[src/rtl/ex_exec_core.sv]
// Execute-stage compute core: 32-bit ALU with address adder, branch-condition
// evaluator and data-memory access unit with a registered read word.
module ex_exec_core (
    input  logic        clk,
    input  logic        rst,
    input  logic [31:0] rd1,
    input  logic [31:0] rd2,
    input  logic [31:0] alu_b,
    input  logic [3:0]  alu_op,
    input  logic [4:0]  sa,
    input  logic [2:0]  branch_type,
    input  logic        mem_write,
    input  logic        is_byte,
    input  logic        is_half,
    input  logic [31:0] store_data,
    output logic [31:0] alu_c,
    output logic [31:0] alu_sum,
    output logic        alu_zero,
    output logic        branch_avail,
    output logic [31:0] bus_addr,
    output logic        bus_we,
    output logic [3:0]  bus_be,
    output logic [31:0] bus_wdata,
    input  logic [31:0] bus_rdata,
    output logic        misalign,
    output logic [31:0] dm_out
);

    logic [31:0] alu_c_s;
    logic        branch_s;
    logic [3:0]  be_lanes_s;
    logic        misalign_s;
    logic [31:0] wdata_s;
    logic [1:0]  addr_lo_s;
    logic [31:0] dm_out_r;

    // The memory address adder runs regardless of alu_op.
    assign alu_sum   = rd1 + alu_b;
    assign addr_lo_s = alu_sum[1:0];

    // ALU function select.
    always_comb begin
        alu_c_s = 32'd0;
        case (alu_op)
            4'd0:    alu_c_s = rd1 + alu_b;
            4'd1:    alu_c_s = rd1 - alu_b;
            4'd2:    alu_c_s = rd1 & alu_b;
            4'd3:    alu_c_s = rd1 | alu_b;
            4'd4:    alu_c_s = rd1 ^ alu_b;
            4'd5:    alu_c_s = ~(rd1 | alu_b);
            4'd6:    alu_c_s = alu_b << sa;
            4'd7:    alu_c_s = alu_b >> sa;
            4'd8:    alu_c_s = $signed(alu_b) >>> sa;
            4'd9:    alu_c_s = alu_b << rd1[4:0];
            4'd10:   alu_c_s = alu_b >> rd1[4:0];
            4'd11:   alu_c_s = $signed(alu_b) >>> rd1[4:0];
            4'd12:   alu_c_s = {alu_b[15:0], 16'd0};
            4'd13:   alu_c_s = alu_b;
            4'd14:   alu_c_s = ($signed(rd1) < $signed(alu_b)) ? 32'd1 : 32'd0;
            4'd15:   alu_c_s = (rd1 < alu_b) ? 32'd1 : 32'd0;
            default: alu_c_s = 32'd0;
        endcase
    end

    assign alu_c    = alu_c_s;
    assign alu_zero = (alu_c_s == 32'd0);

    // Branch condition evaluation; zero compares are signed on rd1.
    always_comb begin
        branch_s = 1'b0;
        case (branch_type)
            3'd0:    branch_s = 1'b0;
            3'd1:    branch_s = (rd1 == rd2);
            3'd2:    branch_s = (rd1 != rd2);
            3'd3:    branch_s = rd1[31] || (rd1 == 32'd0);
            3'd4:    branch_s = !rd1[31] && (rd1 != 32'd0);
            3'd5:    branch_s = rd1[31];
            3'd6:    branch_s = !rd1[31];
            3'd7:    branch_s = 1'b1;
            default: branch_s = 1'b0;
        endcase
    end

    assign branch_avail = branch_s;

    // Lane enables, lane replication and alignment by access size.
    always_comb begin
        be_lanes_s = 4'b0000;
        misalign_s = 1'b0;
        wdata_s    = 32'd0;
        if (is_byte) begin
            be_lanes_s = 4'b0001 << addr_lo_s;
            misalign_s = 1'b0;
            wdata_s    = {4{store_data[7:0]}};
        end else if (is_half) begin
            be_lanes_s = addr_lo_s[1] ? 4'b1100 : 4'b0011;
            misalign_s = addr_lo_s[0];
            wdata_s    = {2{store_data[15:0]}};
        end else begin
            be_lanes_s = 4'b1111;
            misalign_s = (addr_lo_s != 2'b00);
            wdata_s    = store_data;
        end
    end

    assign bus_addr  = {alu_sum[31:2], 2'b00};
    assign misalign  = misalign_s;
    assign bus_be    = misalign_s ? 4'b0000 : be_lanes_s;
    assign bus_we    = mem_write && !misalign_s;
    assign bus_wdata = wdata_s;

    // Read word register feeding the MEM stage; raw word, no extension.
    always_ff @(posedge clk or posedge rst) begin
        if (rst) begin
            dm_out_r <= 32'd0;
        end else begin
            dm_out_r <= bus_rdata;
        end
    end

    assign dm_out = dm_out_r;

endmodule

[config.mk]
export PLATFORM = sky130hd
export DESIGN_NAME = ex_exec_core
export DESIGN_NICKNAME = d
export VERILOG_FILES = /design/src/rtl/ex_exec_core.sv
export SDC_FILE = /design/constraint.sdc
export NUM_CORES = 1
export LEC_CHECK = 0
export ABC_AREA = 1
export BUFFER_PORTS_ARGS = -buffer_cell sky130_fd_sc_hd__clkbuf_2
export CAP_MARGIN = 20
export CORE_MARGIN = 5
export CORE_UTILIZATION = 46
export DETAILED_ROUTE_END_ITERATION = 8
export MAX_ROUTING_LAYER = met4
export PLACE_DENSITY = 0.72
export SYNTH_ARGS = -nofsm -noshare
export SYNTH_HDL_FRONTEND = slang
export SYNTH_SLANG_ARGS = --single-unit
export TNS_END_PERCENT = 30
[constraint.sdc]
create_clock -name clk -period 3.4 [get_ports clk]
set_clock_uncertainty 0.2 [all_clocks]
set_input_delay 0.34 -clock clk [delete_from_list [all_inputs] [get_ports clk]]
set_output_delay 0.34 -clock clk [all_outputs]
set_load 0.02 [all_outputs]
==> flow_summary.json, run 1 <==
{
  "status": "did not finish",
  "stop_stage": "5_1_grt",
  "stop_error": "[ERROR GRT-0232] Routing congestion too high. Check the congestion heatmap in the GUI.",
  "cts.path.max_buffers": 2,
  "synth_edf_count": 0,
  "dpl_cell_area_sq_um": 21300,
  "synthTopCellsByArea": "nand2_1, nand3_1, ha_1",
  "placementRows": 65,
  "grt.total_usage_pct": 65.9,
  "synthArstFlopShare_pct": 100,
  "clkSinkCount": 32,
  "synth_cells": 2818,
  "syn-cell-area_sq_um": 14500,
  "io_buffers": 342,
  "synth_top_cell_area_share_pct": 22.7,
  "cts_buffers": 5,
  "ys_types": 50,
  "die_y_um": 187,
  "ioPinCount": 345,
  "gp_congestion": 1.41,
  "synth_seq_cells": 32,
  "cts_root_buffer": "clkbuf_16",
  "synth-main-ff-cell": "dfrtp_1",
  "syn_area_per_cell_sq_um": 5.13,
  "synth-seq-area-share_pct": 5.54,
  "fp.dieW_um": 187,
  "dpl.cell_count": 4083,
  "synth_top_area_cell": "nand2_1",
  "initial_utilization_pct": 46.2,
  "htreeDepth": 2,
  "overflow": 7,
  "dpl.hpwl_um": 75700,
  "grt_max_degree": 33,
  "synth_warnings": 0
}
-- metal layers --
layer  track usage, %  overflow
met3             55.4         0
met1             65.1         0
met5                -         -
met2             78.2         3
met4             58.6         4
-- cells by family after synthesis --
group           share of synthesized area, %
compound gates                          13.6
xor+xnor                                2.48
fa+ha+maj                               8.59
buf+inv                                 13.8
flops                                   5.54
other cells                           0.0259
simple gates                            56.0
-- Yosys cell counts, drive strengths merged, types with 6 or more instances --
cell,number
and2,6
a31oi,7
nor2,221
o221ai,6
o22ai,31
o21bai,6
or2,10
a211oi,9
xnor2,20
xor2,21
buf,104
clkbuf,65
nand4,44
o211ai,7
o21ai,130
a21oi,111
clkinv,7
dfrtp,32
ha,96
nand2,886
o2111ai,6
inv,278
nor3,21
nor4,15
nand3,648
-- metrics by stage --
step | hold slack (ps) | utilization [%] | setup TNS, ps | setup slack [ps]
after CTS | 151 | 74.7 | -331 | -177
after global placement | 249 | 68.1 | -1420 | -532
after detailed placement | 250 | 68.1 | -2690 | -576
after floorplan | 171 | - | 0 | 7.23
-- what timing repair did --
| action | CTS |
|---|---|
| resized for setup | 273 |
| pin swaps | 73 |
| gates cloned | 8 |
| setup buffers | 37 |
| hold buffers | 32 |
| endpoints found under the setup margin | 29 |
| endpoints found under the hold margin | 32 |
==> inputs of run 2 (changes only) <==
--- a/config.mk
+++ b/config.mk
@@ -9,10 +9,9 @@
 export BUFFER_PORTS_ARGS = -buffer_cell sky130_fd_sc_hd__clkbuf_2
 export CAP_MARGIN = 20
 export CORE_MARGIN = 5
-export CORE_UTILIZATION = 46
+export CORE_UTILIZATION = 31
 export DETAILED_ROUTE_END_ITERATION = 8
-export MAX_ROUTING_LAYER = met4
-export PLACE_DENSITY = 0.72
+export PLACE_DENSITY_LB_ADDON = 0.15
 export SYNTH_ARGS = -nofsm -noshare
 export SYNTH_HDL_FRONTEND = slang
 export SYNTH_SLANG_ARGS = --single-unit
==> run 2 against run 1 <==
The flow now finishes, with violations (setup timing). Synthesized cell count unchanged. Area after synthesis unchanged.
==> flow_summary.json, run 2 <==
{
  "status": "finished, violations left",
  "violations": "setup timing",
  "layout_common_cells": "buf_4, nand2_1, nand3_1",
  "htreeDepth": 2,
  "worstSetupStartpoint": "alu_b[5]",
  "setup.worst_path.class": "in -> out",
  "cts_tree": "yes",
  "core_area_sq_um": 46400,
  "synth_edf_count": 0,
  "dpl_cell_area_sq_um": 22900,
  "stdcell_count": 4561,
  "hp-class": "in -> async",
  "dpl.hpwl_um": 97300,
  "internal-power_w": 0.00300,
  "clkSinkCount": 32,
  "endpoint": "alu_zero",
  "drt-initial-drc-count": 3321,
  "synth_common_cells": "nand2_1, nand3_1, inv_1",
  "synth-adder-area-share_pct": 8.59,
  "synth-seq-area-share_pct": 5.54,
  "yosys.area_share.simple_pct": 56.0,
  "drv_slew": 0,
  "clkPwrFrac_pct": 7.8,
  "synth_top_family_by_area": "simple AND/OR/NAND/NOR gates",
  "grt_max_degree": 33,
  "dpl.cell_count": 4456,
  "synth_top_area_cell": "nand2_1",
  "finalCriticalPeriod_ps": 3820,
  "io_buffers": 342,
  "cts_root_buffer": "clkbuf_16",
  "cts_buffers": 5,
  "syn_area_per_cell_sq_um": 5.13,
  "pwr-share-comb_pct": 85.9,
  "final_common_cell": "buf_4",
  "synthTopCellsByArea": "nand2_1, nand3_1, ha_1",
  "swShare_pct": 54.1,
  "viasPerCell": 5.74,
  "vias": 26200,
  "synth_seq_cells": 32,
  "dp_worst_setup_slack_ps": -754,
  "crit_path_start_kind": "input port",
  "ys_types": 50,
  "placementRows": 79,
  "power_density_nw_per_um2": 247,
  "maxCapViolCount": 0,
  "drc": 0,
  "hold_viol": 0,
  "overflow": 0,
  "muxShareOfSynthArea_pct": 0,
  "syn-cell-area_sq_um": 14500,
  "worstPathMaxFanout": 3,
  "power_switching_w": 0.00352,
  "synth-main-ff-cell": "dfrtp_1",
  "fin_crit_sh_pct": 112,
  "ioPinCount": 345,
  "ant_nets": 0,
  "critPathCaptureType": "output pin",
  "antenna_found_initial": 3,
  "rsz0062_at_grt": "yes",
  "synthArstFlopShare_pct": 100,
  "crit_arrival_ps": 3280,
  "synth_warnings": 0,
  "initial_utilization_pct": 31.2,
  "setup_viol": 18,
  "fp.dieW_um": 226,
  "clk_transition_reported_paths_ps": 60,
  "gp_congestion": 1.26,
  "wl_per_cell_um": 26.1,
  "drive_above_1_share_pct": 44.3,
  "finalWorstSetupSlack_ps": -419,
  "synth_top_cell_area_share_pct": 22.7,
  "max_slew_margin_pct": 50.1,
  "nets": 4225,
  "synth_xor_area_share_pct": 2.48,
  "pwr-share-seq_pct": 6.3,
  "die_y_um": 226,
  "synth_cells": 2818,
  "grt.total_usage_pct": 43.1,
  "first_pass_iters": 7,
  "grt_pass1_vias": 24200,
  "leakage_nw": 14.0,
  "max_freq_mhz": 262,
  "grt_pass1_wl_um": 162000,
  "synth-compound-area-share_pct": 13.6,
  "fin_area_sq_um": 26400,
  "vdd_ir_drop_max_v": 0.000330,
  "worst_ep_required_time_ps": 2860,
  "die_area_sq_um": 51100,
  "tightestPinTransition_ps": 746,
  "finalWirelength_um": 119000,
  "power_w": 0.00652,
  "area_growth_pct": 82.8,
  "yosysMostFrequentCell": "nand2_1",
  "largest_reg_flops": 32,
  "cts.path.max_buffers": 2
}
-- run 2: cell counts after synthesis --
No cell type changed its count.
-- run 2: repair_timing --
| action | in CTS | in global routing |
|---|---|---|
| hold buffers | 32 | 1 |
| setup buffers | 25 | 26 |
| cloned | 3 | 8 |
| resized for setup | 232 | 389 |
| hold endpoints to repair | 32 | 6 |
| endpoints found under the setup margin | 58 | 46 |
| pin swaps | 40 | 107 |
-- run 2: through the flow --
stage               utilization [%]  hold slack (ps)  setup TNS [ps]
floorplan                         -              171               0
global placement               49.3              249           -7530
detailed placement             49.3              250           -8040
CTS                            52.9              173            -572
global route                   57.0              331           -2930
finish                         57.0              311           -1760
-- run 2: worst min-delay path by stage --
stage / cells after the start / startpoint / endpoint
after floorplan: 0 / bus_rdata[0] / dm_out[0]$_DFF_PP0_
after CTS: 2 / rst / dm_out[20]$_DFF_PP0_
after global placement: 1 / bus_rdata[16] / dm_out[16]$_DFF_PP0_
after global routing: 3 / rst / dm_out[20]$_DFF_PP0_
after detailed placement: 1 / bus_rdata[29] / dm_out[29]$_DFF_PP0_
final: 3 / rst / dm_out[20]$_DFF_PP0_
-- run 2: worst max-delay path, cell delays in order --
cell and delay [ps]:
clkbuf_8 120, clkinvlp_4 220, ha_4 340, buf_12 140, nor2_4 140, buf_6 140, nand2_2 60, inv_1 50
nand2_1 50, nand2_2 140, a21oi_1 110, o21ai_2 60, nand2_1 70, inv_2 90, nand2_4 80, a21oi_4 160
buf_4 140, nand3_2 70, nor2_1 120, nand2_1 90, nor2_1 140, nand2_1 100, nor2_4 180, buf_8 130
-- run 2: power by group through the flow --
stage	sequential, W	clock (W)	combinational (W)
2_1_floorplan	0.000438	0	0.00217
3_3_place_gp	0.000412	0	0.00475
3_5_place_dp	0.000413	0	0.00476
4_1_cts	0.000407	0.000504	0.00505
5_1_grt	0.000409	0.000534	0.00584
6_report	0.000408	0.000509	0.00560
-- run 2: layout make-up --
type / count / area (sq um)
Sequential cell: 32 / 801
Clock inverter: 3 / 42.5
Fill cell: 4609 / 19900
Antenna cell: 3 / 7.51
Tap cell: 607 / 759
Multi-Input combinational cell: 2335 / 13900
Inverter: 285 / 1090
Timing Repair Buffer: 1291 / 9730
Clock buffer: 5 / 125
-- run 2: logic make-up (layout without fill, tap and decap cells) --
logic type / Yosys count / after routing
AND/OR/NAND/NOR: 1860 / 1860
buffers and inverters: 454 / 1584
AO/OA/AOI/OAI: 332 / 334
adder cells (fa/ha/maj): 98 / 98
XOR/XNOR: 41 / 41
flip-flops: 32 / 32
other: 1 / 5
-- run 2: metal layers --
layer / routed length [um] / share of wire [%] / GRT usage (%) / vias up
li1: - / - / - / 11600
met4: 12400 / 10 / 32.3 / 0
met1: 44500 / 37 / 54.9 / 12200
met2: 48300 / 40 / 64.0 / 1843
met3: 14000 / 12 / 8.96 / 535
met5: 0 / 0 / 0 / -
No activity file was read; power rests on OpenSTA's default activity.
